[src/rtl/axi_tdd_ng_counter.sv]
// TDD timing core: sequences IDLE -> ARMED -> WAITING -> RUNNING and drives the frame counter/strobes.
// Define AXI_TDD_NG_SYNC_RESET_EN to let a sync event in RUNNING restart the current frame.
module axi_tdd_ng_counter #(
    parameter int REGISTER_WIDTH    = 32,
    parameter int BURST_COUNT_WIDTH = 32
) (
    input  logic                         clk,
    input  logic                         rst,
    input  logic                         tdd_enable,
    input  logic                         tdd_sync_en,
    input  logic                         tdd_sync,
    input  logic                         tdd_sync_soft,
    input  logic [BURST_COUNT_WIDTH-1:0] tdd_burst_count,
    input  logic [REGISTER_WIDTH-1:0]    tdd_startup_delay,
    input  logic [REGISTER_WIDTH-1:0]    tdd_frame_length,
    output logic [1:0]                   tdd_cstate,
    output logic [REGISTER_WIDTH-1:0]    tdd_counter,
    output logic                         tdd_frame_start,
    output logic                         tdd_endof_frame
);

    typedef enum logic [1:0] {
        IDLE    = 2'b00,
        ARMED   = 2'b01,
        WAITING = 2'b10,
        RUNNING = 2'b11
    } state_t;

    state_t                       state;
    state_t                       state_n;
    logic [REGISTER_WIDTH-1:0]    counter_n;
    logic [REGISTER_WIDTH-1:0]    delay_q;
    logic [REGISTER_WIDTH-1:0]    length_q;
    logic [BURST_COUNT_WIDTH-1:0] burst_q;
    logic [BURST_COUNT_WIDTH-1:0] frame_cnt;
    logic [BURST_COUNT_WIDTH-1:0] frame_cnt_n;
    logic [BURST_COUNT_WIDTH-1:0] frame_cnt_inc;
    logic                         enable_q;
    logic                         enable_edge;
    logic                         sync_event;
    logic                         arm;

    assign tdd_cstate = state;

    always_comb begin
        sync_event    = tdd_sync | tdd_sync_soft;
        enable_edge   = tdd_enable & ~enable_q;
        frame_cnt_inc = (frame_cnt == '1) ? frame_cnt : frame_cnt + BURST_COUNT_WIDTH'(1);
        state_n       = state;
        counter_n     = tdd_counter;
        frame_cnt_n   = frame_cnt;
        arm           = 1'b0;

        if (!tdd_enable) begin
            state_n     = IDLE;
            counter_n   = '0;
            frame_cnt_n = '0;
        end else begin
            unique case (state)
                IDLE: begin
                    counter_n   = '0;
                    frame_cnt_n = '0;
                    if (enable_edge) begin
                        state_n = ARMED;
                        arm     = 1'b1;
                    end
                end
                ARMED: begin
                    counter_n = '0;
                    if (!tdd_sync_en || sync_event)
                        state_n = (delay_q != '0) ? WAITING : RUNNING;
                end
                WAITING: begin
                    if (tdd_counter == delay_q - REGISTER_WIDTH'(1)) begin
                        state_n   = RUNNING;
                        counter_n = '0;
                    end else begin
                        counter_n = tdd_counter + REGISTER_WIDTH'(1);
                    end
                end
                RUNNING: begin
                    if (tdd_counter == length_q) begin
                        counter_n   = '0;
                        frame_cnt_n = frame_cnt_inc;
                        if (burst_q != '0 && frame_cnt_inc == burst_q) begin
                            state_n     = IDLE;
                            frame_cnt_n = '0;
                        end
                    end else begin
                        counter_n = tdd_counter + REGISTER_WIDTH'(1);
                    end
`ifdef AXI_TDD_NG_SYNC_RESET_EN
                    // A restart outranks the end-of-burst exit in the same cycle.
                    if (sync_event) begin
                        state_n     = RUNNING;
                        counter_n   = '0;
                        frame_cnt_n = '0;
                    end
`endif
                end
            endcase
        end
    end

    always_ff @(posedge clk) begin
        if (rst) begin
            state           <= IDLE;
            tdd_counter     <= '0;
            tdd_frame_start <= 1'b0;
            tdd_endof_frame <= 1'b0;
            delay_q         <= '0;
            length_q        <= '0;
            burst_q         <= '0;
            frame_cnt       <= '0;
            enable_q        <= 1'b0;
        end else begin
            enable_q    <= tdd_enable;
            state       <= state_n;
            tdd_counter <= counter_n;
            frame_cnt   <= frame_cnt_n;
            if (arm) begin
                delay_q  <= tdd_startup_delay;
                length_q <= tdd_frame_length;
                burst_q  <= tdd_burst_count;
            end
            // Strobes are derived from next-state values so they line up with the registered counter.
            tdd_frame_start <= (state_n == RUNNING) && (counter_n == '0);
            tdd_endof_frame <= (state_n == RUNNING) && (counter_n == length_q);
        end
    end

endmodule

[config.mk]
export PLATFORM = sky130hd
export DESIGN_NAME = axi_tdd_ng_counter
export DESIGN_NICKNAME = d
export VERILOG_FILES = /design/src/rtl/axi_tdd_ng_counter.sv
export SDC_FILE = /design/constraint.sdc
export NUM_CORES = 1
export LEC_CHECK = 0
export CAP_MARGIN = 20
export CORE_MARGIN = 10
export CORE_UTILIZATION = 51
export DETAILED_ROUTE_END_ITERATION = 8
export PLACE_DENSITY = 0.77
export SLEW_MARGIN = 5
export SYNTH_ARGS = -nofsm -noshare
export SYNTH_HDL_FRONTEND = slang
export SYNTH_SLANG_ARGS = --single-unit
[constraint.sdc]
create_clock -name clk -period 3.6 [get_ports clk]
set_input_delay 0.54 -clock clk [delete_from_list [all_inputs] [get_ports clk]]
set_output_delay 0.54 -clock clk [all_outputs]
set_load 0.05 [all_outputs]
Word level (Yosys, flattened, before mapping) --
Index checks and enable logic that the tools add are counted.
Word-level totals: bits in registers 165, logic and storage cells 58, output and inout port bits 36
Operators by class: bitwise operators 4, reduce and logical (&&, ||, !) cells 13, equality and inequality tests 10, muxes and demuxes 19, $add $sub $neg 3
Operator list (number):
- $mux 32 | 6
- $eq 32x32->1 | 4
- $pmux 32 s3 | 1
- $add 32x1->32 const B | 2
- $pmux 32 s2 | 1
- $reduce_bool 32->1 | 2
- $eq 32x32->1 const B | 1
- $logic_not 32->1 | 1
- $sub 32x1->32 const B | 1
- $mux 2 | 6
- $pmux 2 s4 | 1
- $eq 2x2->1 const B | 3
- $mux 1 | 4
- $reduce_or 2->1 | 2
- $logic_and 1x1->1 | 3
- $eq 2x1->1 const B | 1
- $logic_not 2->1 | 1
- $ne 2x2->1 const B | 1
- $not 1->1 | 2
- $reduce_and 2->1 | 1
- $reduce_bool 2->1 | 1
- $and 1x1->1 | 1
- $logic_not 1->1 | 1
- $logic_or 1x1->1 | 1
- $or 1x1->1 | 1

Longest topological paths before layout --
Gate-level depths: netlist of the first run.
word-level depth 10, mapped depth 16, mapped depth without buffers 13

Worst setup path before layout of the first run --
OpenSTA, ideal clock, no wires.
kind flip-flop to flip-flop, start reg tdd_counter[3], end reg tdd_endof_frame, data arrival time 4.022 ns, setup time 0.088 ns, path buffers 1, setup slack -0.510 ns, clock period less this slack 4.110 ns, stages on the path, launching flop included 13, cell sequence dfxtp_1 clkbuf_1 nand4_1 nor4_1 nand3_1 xor2_1 o221a_2 or3b_2 o41ai_1 nand3b_1 nor4_1 nand4b_1 nor4_2
Between the ends: cells in the longest elaborated chain, start to end 6
RTL lines:
- start: declaration | RTL line 17 | output logic [REGISTER_WIDTH-1:0] tdd_counter,
- start signal: assignment | RTL line 119 | tdd_counter <= counter_n;
- $add 32x1->32, or another cell as far along | RTL line 78, 90
- $mux 32, or another cell as far along | RTL line 82 | if (tdd_counter == length_q) begin
- $pmux 32 s3 / $pmux 2 s4 (equally long branches) | RTL line 59 | unique case (state)
- $mux 32 / $mux 2 (equally long branches) | RTL line 54 | if (!tdd_enable) begin
- $eq 32x32->1 / $eq 2x2->1 (equally long branches) | RTL line 128 | tdd_endof_frame <= (state_n == RUNNING) && (counter_n == length_q);
- $logic_and 1x1->1 * | RTL line 128
- end signal: assignment | RTL line 128
- end: declaration | RTL line 19 | output logic tdd_endof_frame
Every way passes the cells marked *; elsewhere a longest branch is shown, timed or not. A chain may end at the register's enable or synchronous reset.

Worst setup path after layout of the first run --
start reg tdd_counter[1], end reg tdd_endof_frame
Same word-level chain as after synthesis.

==> results of run 1 <==
[worst max path at each step]
stage                               from              end  slack (ps)  cells after the start
after global routing      tdd_counter[6]  tdd_endof_frame        -140                     13
after CTS                 tdd_counter[1]  tdd_endof_frame         -20                     12
after floorplan             frame_cnt[0]    frame_cnt[24]          10                     15
final                     tdd_counter[1]  tdd_endof_frame          40                     12
after detailed placement  tdd_counter[6]  tdd_endof_frame        -150                     13
after global placement    tdd_counter[6]  tdd_endof_frame        -150                     13
[sequential cells by signal, summed over array words and instances, names as in the netlist]
name	flops
frame_cnt	32
delay_q	32
burst_q	32
tdd_cstate	2
length_q	32
enable_q	1
tdd_endof_frame	1
tdd_frame_start	1
tdd_counter	32
[worst max-delay path, delay by kind of cell (launching register included)]
kind	cells	cell delay [ps]
AND/OR/NAND/NOR	7	2210
adder cells (fa/ha/maj)	1	160
multiplexers	1	120
flip-flops	1	370
XOR/XNOR	1	230
AO/OA/AOI/OAI	2	390
[per-layer routing]
layer	routed length [um]	part of all wire	track usage
met2	17900	0.42	0.452
met3	5530	0.13	0.0742
met1	18700	0.43	0.450
met5	0	0	0
met4	1040	0.024	0.0688
[through the flow]
step                      hold slack, ps  setup WS, ps  power [mW]  TNS, ps  instances
after floorplan                      456          11.9        2.55        0       1467
after global placement               473          -148        2.96     -432       1986
after detailed placement             479          -150        2.97     -553       1986
after CTS                            490         -17.4        4.76    -17.4       2020
after global routing                 514          -136        5.02    -1070       2036
final                                488          36.8        4.83        0       2036
[final cells by class]
| class | count | area (um^2) |
|---|---|---|
| multi-input combinational | 1178 | 7250 |
| fill | 1671 | 5620 |
| sequential | 165 | 3350 |
| timing repair buffer | 368 | 3160 |
| clock buffer | 17 | 425 |
| tap | 270 | 338 |
| clock inverter | 15 | 135 |
| inverter | 23 | 86.3 |
[synthesized netlist by cell type, types with 6 or more instances]
cell	count	share of area
or3_1	24	0.014
and3_1	11	0.0065
a31oi_1	16	0.0094
or4_1	20	0.014
nor3_1	37	0.017
xnor2_1	78	0.064
nor2b_1	11	0.0065
nand3_1	52	0.024
a211oi_1	9	0.0063
clkbuf_1	83	0.029
o21ai_1	18	0.0085
a21o_1	6	0.0042
nand2b_1	10	0.0059
nor2_1	117	0.041
o211ai_1	10	0.0070
inv_1	22	0.0077
o22ai_1	13	0.0076
nor4_1	55	0.032
xor2_1	66	0.054
nand3b_1	6	0.0042
and2_1	10	0.0059
a21oi_1	149	0.070
buf_2	11	0.0052
nand2_1	255	0.090
o21ai_0	43	0.020
nand4_1	40	0.023
o31ai_1	12	0.0085
and4_1	11	0.0090
dfxtp_1	165	0.31
[where the power goes]
group | internal [mW] | switching, mW | total [mW]
logic | 0.482 | 0.576 | 1.06
registers | 1.89 | 0.0809 | 1.97
clock network | 0.914 | 0.891 | 1.81
[logic make-up after synthesis]
logic type | count (synthesis) | share of synthesized area
buffers and inverters | 124 | 0.0457
XOR/XNOR | 144 | 0.118
multiplexers | 6 | 0.00575
adder cells (fa/ha/maj) | 3 | 0.00352
flip-flops | 165 | 0.310
AO/OA/AOI/OAI | 334 | 0.196
AND/OR/NAND/NOR | 691 | 0.321
[what timing repair did]
| action | 4_1_cts | 5_1_grt |
|---|---|---|
| cloned | 1 | 1 |
| setup endpoints to repair | 12 | 66 |
| setup buffers | 1 | 15 |
| resized for setup | 14 | 59 |
| pin swaps | 2 | 27 |
==> impl_metrics.py, run 1 <==
metrics = {
    "synth": {
        "synth_edf_count": 0,
        "syn-num-nets": 1572,
        "synth_seq_cells": 165,
        "syn_area_per_cell_um2": 7.26,
        "async_flop_share": 0,
        "ys_warn_count": 0,
        "synth_cell_types": 84,
        "synthesis.area_um2": 10700,
        "ys_seq_area_frac": 0.310,
        "synthCells": 1467,
        "synth_flop_cell": "dfxtp_1",
    },
    "timing": {
        "timing.fmax_mhz": 281,
        "slew_viol_final": 0,
        "rsz0062_at_grt": "yes",
        "hold_viol": 0,
        "slew_headroom": 0.597,
        "worst_slew_pin_slew_ps": 600,
        "setup_viol": 0,
        "min_period_over_period": 0.990,
        "period_minus_slack_ps": 3560,
        "skew_ps": 14.3,
    },
    "route": {
        "drc_errors": 0,
        "drtAntennaViolNets": 0,
        "routed_wl_um": 43200,
        "routed_via_density": 6.23,
        "drt_pass1_iterations": 5,
        "drt_iter0_drc": 1628,
        "vias": 12690,
        "wire_per_inst_um": 21.2,
    },
    "status": {
        "status": "completed",
    },
    "floorplanning": {
        "die_w_um": 165,
        "die_y_um": 165,
        "coreArea_um2": 20400,
        "die_area_um2": 27100,
        "io_pins": 138,
        "start_util": 0.523,
        "rows": 52,
    },
    "setup_path": {
        "rr_endpoint": "tdd_endof_frame",
        "worst_ep_arrival_time_ps": 3920,
        "reg2regPathDepth": 12,
        "worstSetupStartpointType": "register",
        "cp-end-kind": "register",
        "cp_cell_sequence": "ha_4, nand3_4, or4_4, or4_4, xor2_4, o22ai_2, or3_4, a221oi_4, mux2i_1, nor4_2, nand4b_1, nor4_2",
        "crit_slowest_cell": "or4_4",
        "r2r_setup_slack_ps": 40,
        "cp.required_ps": 3960,
        "cp_max_fo": 4,
        "cpPeakStageDelay_ps": 560,
        "reg2reg_from": "tdd_counter[1]",
        "critPathKind": "reg2reg",
    },
    "place": {
        "io_buffers": 137,
        "place_congestion": 1.00,
        "dp_hpwl_um": 33200,
        "placed_area_um2": 13700,
    },
    "hold_path": {
        "hold_depth": 2,
        "min_path_type": "reg2reg",
        "hp-start": "burst_q[11]",
        "min_to": "burst_q[11]",
    },
    "global_route": {
        "grt_overflow": 0,
        "grt_max_degree": 59,
        "first_global_vias": 11811,
        "grt_pass1_wl_um": 66700,
        "grt.total_usage": 0.310,
        "grt_antenna_before_repair": 0,
    },
    "clock_tree": {
        "clk_root_buffer_cell": "clkbuf_16",
        "clk_latency_ps": 440,
        "clockBufferDepth": 2,
        "clk_pin_slew_worst_paths_ps": 70,
        "cts_buffers": 17,
        "htreeDepth": 4,
        "cts_tree": "done",
        "ctsHoldBuffers": 0,
        "cts_sinks": 165,
    },
    "power": {
        "vdd_drop_max_v": 0.000269,
        "p_per_area_nw_per_um2": 328,
        "leakage_nw": 5.59,
    },
    "final_layout": {
        "layout-drive-gt1-share": 0.202,
        "diodes": 0,
        "finish.utilization": 0.724,
        "layout_commonest_cell": "nand2_1",
        "nets": 1858,
        "final_cell_mix": "255 x nand2_1, 222 x buf_4, 148 x a21oi_1, 147 x dfxtp_1, 136 x clkdlybuf4s50_1",
        "areaGrowthSynthToFinish_pct": 38.4,
        "fin_area_um2": 14700,
    },
    "flow_run": {
        "maxCapViolations": 0,
    },
}
No activity file was read; power rests on OpenSTA's default activity.
==> inputs of run 2 (changes only) <==
--- a/config.mk
+++ b/config.mk
@@ -7,9 +7,9 @@
 export LEC_CHECK = 0
 export CAP_MARGIN = 20
 export CORE_MARGIN = 10
-export CORE_UTILIZATION = 51
+export CORE_UTILIZATION = 55
 export DETAILED_ROUTE_END_ITERATION = 8
-export PLACE_DENSITY = 0.77
+export PLACE_DENSITY = 0.79
 export SLEW_MARGIN = 5
 export SYNTH_ARGS = -nofsm -noshare
 export SYNTH_HDL_FRONTEND = slang
==> constraint.sdc (replaced) <==
create_clock -name clk -period 4 [get_ports clk]
set_input_delay 0.6 -clock clk [delete_from_list [all_inputs] [get_ports clk]]
set_output_delay 0.6 -clock clk [all_outputs]
set_load 0.05 [all_outputs]
==> impl_metrics.py, run 2 (same netlist as run 1, synthesis figures left out) <==
metrics = {
    "final_layout": {
        "layout_commonest_cell": "nand2_1",
        "stdcell_count": 1890,
        "finish.utilization": 0.712,
        "layout-drive-gt1-share": 0.107,
        "regArea_um2": 3310,
        "diodes": 0,
        "fin_area_um2": 13400,
        "multiInputGateArea_um2": 6970,
        "fillers": 1611,
        "final_cell_mix": "255 x nand2_1, 159 x dfxtp_1, 149 x a21oi_1, 136 x clkdlybuf4s50_1, 116 x nor2_1",
        "areaGrowthSynthToFinish_pct": 26.2,
        "nets": 1724,
    },
    "setup_path": {
        "startpoint": "delay_q[4]",
        "cp-end-kind": "register",
        "cp_max_fo": 7,
        "reg2regPathDepth": 12,
        "cp.required_ps": 4350,
        "critPathKind": "reg2reg",
        "worst_ep_arrival_time_ps": 4140,
        "worstSetupStartpointType": "register",
        "reg2reg_from": "delay_q[4]",
    },
    "clock_tree": {
        "clk_pin_slew_worst_paths_ps": 70,
        "cts_buffers": 17,
        "ctsHoldBuffers": 0,
        "cts_sinks": 165,
        "clk_latency_ps": 440,
        "cts_tree": "done",
        "htreeDepth": 4,
        "clk_root_buffer_cell": "clkbuf_16",
        "clockBufferDepth": 2,
    },
    "place": {
        "dp_cells": 1860,
        "placed_area_um2": 12700,
        "dp_hpwl_um": 30300,
        "io_buffers": 137,
        "dp_slack_ps": 39.9,
        "place_congestion": 1.04,
    },
    "route": {
        "routed_wl_um": 39800,
        "drt_pass1_iterations": 6,
        "vias": 11987,
        "drc_errors": 0,
        "routed_via_density": 6.34,
        "wire_per_inst_um": 21.1,
        "drt_iter0_drc": 1201,
        "drtAntennaViolNets": 0,
    },
    "global_route": {
        "grt.total_usage": 0.300,
        "first_global_vias": 11471,
        "grt_overflow": 0,
        "grt_max_degree": 98,
        "grt_antenna_before_repair": 0,
        "grt_pass1_wl_um": 62500,
    },
    "power": {
        "p_int_mw": 3.12,
        "leakage_nw": 4.85,
        "pwr-share-comb": 0.184,
        "switching_share": 0.291,
        "pwr-share-clk": 0.405,
        "finalPower_mw": 4.39,
        "p_per_area_nw_per_um2": 327,
        "p_sw_mw": 1.28,
        "seqPwrFrac": 0.411,
        "vdd_drop_max_v": 0.000270,
    },
    "floorplanning": {
        "start_util": 0.564,
        "rows": 50,
        "io_pins": 138,
        "die_y_um": 159,
        "die_area_um2": 25300,
        "die_w_um": 159,
        "coreArea_um2": 18900,
    },
    "hold_path": {
        "min_path_type": "reg2reg",
        "hp-start": "burst_q[26]",
        "hold_depth": 2,
    },
    "flow_run": {
        "maxCapViolations": 0,
    },
    "timing": {
        "fin_hold_ws_ps": 488,
        "timing.fmax_mhz": 264,
        "setup-tns-final_ps": 0,
        "setup_ws_ps": 213,
        "setup_viol": 0,
        "rsz0062_at_grt": "yes",
        "slew_headroom": 0.446,
        "slew_viol_final": 0,
        "worst_slew_pin_slew_ps": 830,
        "min_period_over_period": 0.947,
        "period_minus_slack_ps": 3790,
        "hold_viol": 0,
        "skew_ps": 12.9,
    },
    "status": {
        "status": "completed",
    },
}
[run 2: cell type report]
cell class | instances | area share
Multi-Input combinational cell | 1178 | 0.518
Inverter | 23 | 0.00642
Clock buffer | 21 | 0.0357
Timing Repair Buffer | 234 | 0.159
Tap cell | 260 | 0.0242
Sequential cell | 165 | 0.246
Clock inverter | 9 | 0.0105
[run 2: layer usage]
| metal | vias up | GRT usage | routed length, um |
|---|---|---|---|
| met1 | 5608 | 0.336 | 14800 |
| li1 | 5558 | - | - |
| met5 | - | 0 | 0 |
| met4 | 0 | 0.153 | 2150 |
| met2 | 644 | 0.533 | 19900 |
| met3 | 177 | 0.0545 | 2960 |
[run 2: critical path, stage by stage, from the launching register on]
cell and delay, ps:
dfxtp_1 390, nor3_1 560, buf_4 250, nand4_1 160, nor4_1 260, mux2i_1 400
nand4b_1 200, nor4b_2 380, nand3_1 190, mux2i_1 150, nor4_1 290, nand4b_1 190
nor4_2 280
[run 2: path summary, 6_finish.rpt]
kind	end	slack [ps]
min	burst_q[26]	490
max reg2reg	tdd_endof_frame	210
max	tdd_endof_frame	210
min reg2reg	burst_q[26]	490
[run 2: power groups by stage]
stage / logic (mW) / registers, mW / clock network (mW)
detailed placement: 0.771 / 1.84 / 0
floorplan: 0.498 / 1.80 / 0
CTS: 0.778 / 1.80 / 1.78
finish: 0.809 / 1.80 / 1.78
global route: 0.877 / 1.81 / 1.86
global placement: 0.759 / 1.84 / 0
[run 2: what timing repair did]
action,in CTS,in global routing
buffers inserted,0,0
resized for setup,0,19
endpoints found under the setup margin,0,46
==> inputs of run 3 (changes only) <==
--- a/config.mk
+++ b/config.mk
@@ -10,6 +10,7 @@
 export CORE_UTILIZATION = 55
 export DETAILED_ROUTE_END_ITERATION = 8
 export PLACE_DENSITY = 0.79
+export REMOVE_ABC_BUFFERS = 1
 export SLEW_MARGIN = 5
 export SYNTH_ARGS = -nofsm -noshare
 export SYNTH_HDL_FRONTEND = slang
==> impl_metrics.py, run 3 (same netlist as run 1, synthesis figures left out) <==
metrics = {
    "setup_path": {
        "cp-end-kind": "register",
        "cp.required_ps": 4340,
        "worst_ep_arrival_time_ps": 4170,
        "worstSetupStartpointType": "register",
        "cp_max_fo": 7,
        "critPathKind": "reg2reg",
    },
    "final_layout": {
        "layout_commonest_cell": "nand2_1",
        "fin_area_um2": 13500,
        "layout-drive-gt1-share": 0.111,
        "finish.utilization": 0.715,
        "fillers": 1575,
        "nets": 1746,
        "diodes": 0,
        "stdcell_count": 1913,
        "final_cell_mix": "255 x nand2_1, 164 x dfxtp_1, 149 x a21oi_1, 136 x clkdlybuf4s50_1, 118 x buf_4",
        "areaGrowthSynthToFinish_pct": 26.8,
    },
    "power": {
        "p_int_mw": 3.08,
        "switching_share": 0.294,
        "leakage_nw": 4.93,
        "vdd_drop_max_v": 0.000273,
        "pwr-share-comb": 0.189,
        "p_per_area_nw_per_um2": 323,
        "pwr-share-clk": 0.399,
        "seqPwrFrac": 0.412,
        "p_sw_mw": 1.28,
        "finalPower_mw": 4.36,
    },
    "timing": {
        "setup_viol": 0,
        "slew_headroom": 0.508,
        "fin_hold_ws_ps": 493,
        "timing.fmax_mhz": 261,
        "hold_viol": 0,
        "setup_ws_ps": 174,
        "slew_viol_final": 0,
        "rsz0062_at_grt": "no",
        "worst_slew_pin_slew_ps": 730,
        "skew_ps": 10.8,
        "min_period_over_period": 0.957,
        "setup-tns-final_ps": 0,
        "period_minus_slack_ps": 3830,
    },
    "clock_tree": {
        "cts_tree": "done",
        "clk_root_buffer_cell": "clkbuf_16",
        "clk_latency_ps": 430,
        "cts_sinks": 165,
        "cts_buffers": 17,
        "clockBufferDepth": 2,
        "htreeDepth": 4,
        "clk_pin_slew_worst_paths_ps": 70,
    },
    "floorplanning": {
        "rows": 50,
        "die_w_um": 159,
        "start_util": 0.564,
        "die_area_um2": 25300,
        "io_pins": 138,
        "coreArea_um2": 18900,
        "die_y_um": 159,
    },
    "route": {
        "drc_errors": 0,
        "vias": 12062,
        "routed_via_density": 6.31,
        "drtAntennaViolNets": 0,
        "drt_pass1_iterations": 7,
        "wire_per_inst_um": 21.2,
        "drt_iter0_drc": 1301,
        "routed_wl_um": 40500,
    },
    "global_route": {
        "grt_pass1_wl_um": 63700,
        "grt_max_degree": 97,
        "first_global_vias": 11693,
        "grt_antenna_before_repair": 0,
        "grt_overflow": 0,
        "grt.total_usage": 0.306,
    },
    "place": {
        "dp_hpwl_um": 31000,
        "placed_area_um2": 12800,
        "dp_cells": 1880,
        "dp_slack_ps": 65.5,
        "place_congestion": 1.01,
        "io_buffers": 137,
    },
    "flow_run": {
        "maxCapViolations": 0,
    },
    "hold_path": {
        "min_path_type": "reg2reg",
    },
    "status": {
        "status": "completed",
    },
}
[run 3: changes by cell type in the layout (fill, tap and decap cells not counted), moves of 2 or more]
| cell | previous run | this run |
|---|---|---|
| buf_4 | 95 | 118 |
| dfxtp_1 | 159 | 164 |
| dfxtp_2 | 6 | 1 |
| clkbuf_8 | 4 | 1 |
| or4_1 | 15 | 18 |
| or4_4 | 6 | 3 |
| buf_12 | 3 | 1 |
| clkinv_2 | 0 | 2 |
| clkinv_4 | 2 | 0 |
| inv_6 | 3 | 5 |
| nor4_1 | 49 | 51 |
| nor4_4 | 2 | 0 |
[run 3: path summary, 6_finish.rpt]
check         startpoint               to  slack, ps  cells past startpoint
min reg2reg  burst_q[24]      burst_q[24]        490                      2
max reg2reg  delay_q[18]  tdd_endof_frame        170                     12
max          delay_q[18]  tdd_endof_frame        170                     12
min          burst_q[24]      burst_q[24]        490                      2
[run 3: final cells by class]
type	count	area, um^2	area share
inverters	23	86.3	0.00639
multi-input cells	1178	6910	0.511
clock inverters	13	170	0.0126
flip-flops and latches	165	3300	0.244
repair buffers	256	2280	0.169
clock buffers	18	439	0.0325
well taps	260	325	0.0241
[run 3: power by group through the flow]
stage / combinational (mW) / sequential (mW) / clock, mW
floorplan: 0.478 / 1.81 / 0
global placement: 0.773 / 1.83 / 0
global route: 0.892 / 1.81 / 1.82
finish: 0.824 / 1.80 / 1.74
detailed placement: 0.785 / 1.83 / 0
CTS: 0.793 / 1.80 / 1.75
[run 3: timing repair]
action / CTS / global route
gates resized for setup: 0 / 9
setup endpoints to repair: 0 / 10
setup buffers: 0 / 2
hold buffers: 0 / 0
[run 3: per-layer routing]
layer | GRT usage | wire, um | up-vias | share of wire
met5 | 0 | 0 | - | 0
met4 | 0.177 | 2500 | 0 | 0.062
met3 | 0.0511 | 2820 | 174 | 0.070
met2 | 0.531 | 19900 | 635 | 0.49
met1 | 0.347 | 15300 | 5652 | 0.38
li1 | - | - | 5601 | -
[run 3: worst max-delay path: stages, from the launching register on]
cell and delay [ps]:
dfxtp_1 370, or4_4 590, or4_4 590, nor4_2 210, mux2i_1 300, nand3_1 120
nor4_2 280, buf_4 180, nand2_2 60, o31a_1 270, a211oi_2 250, nand4b_1 220
nor4_2 300
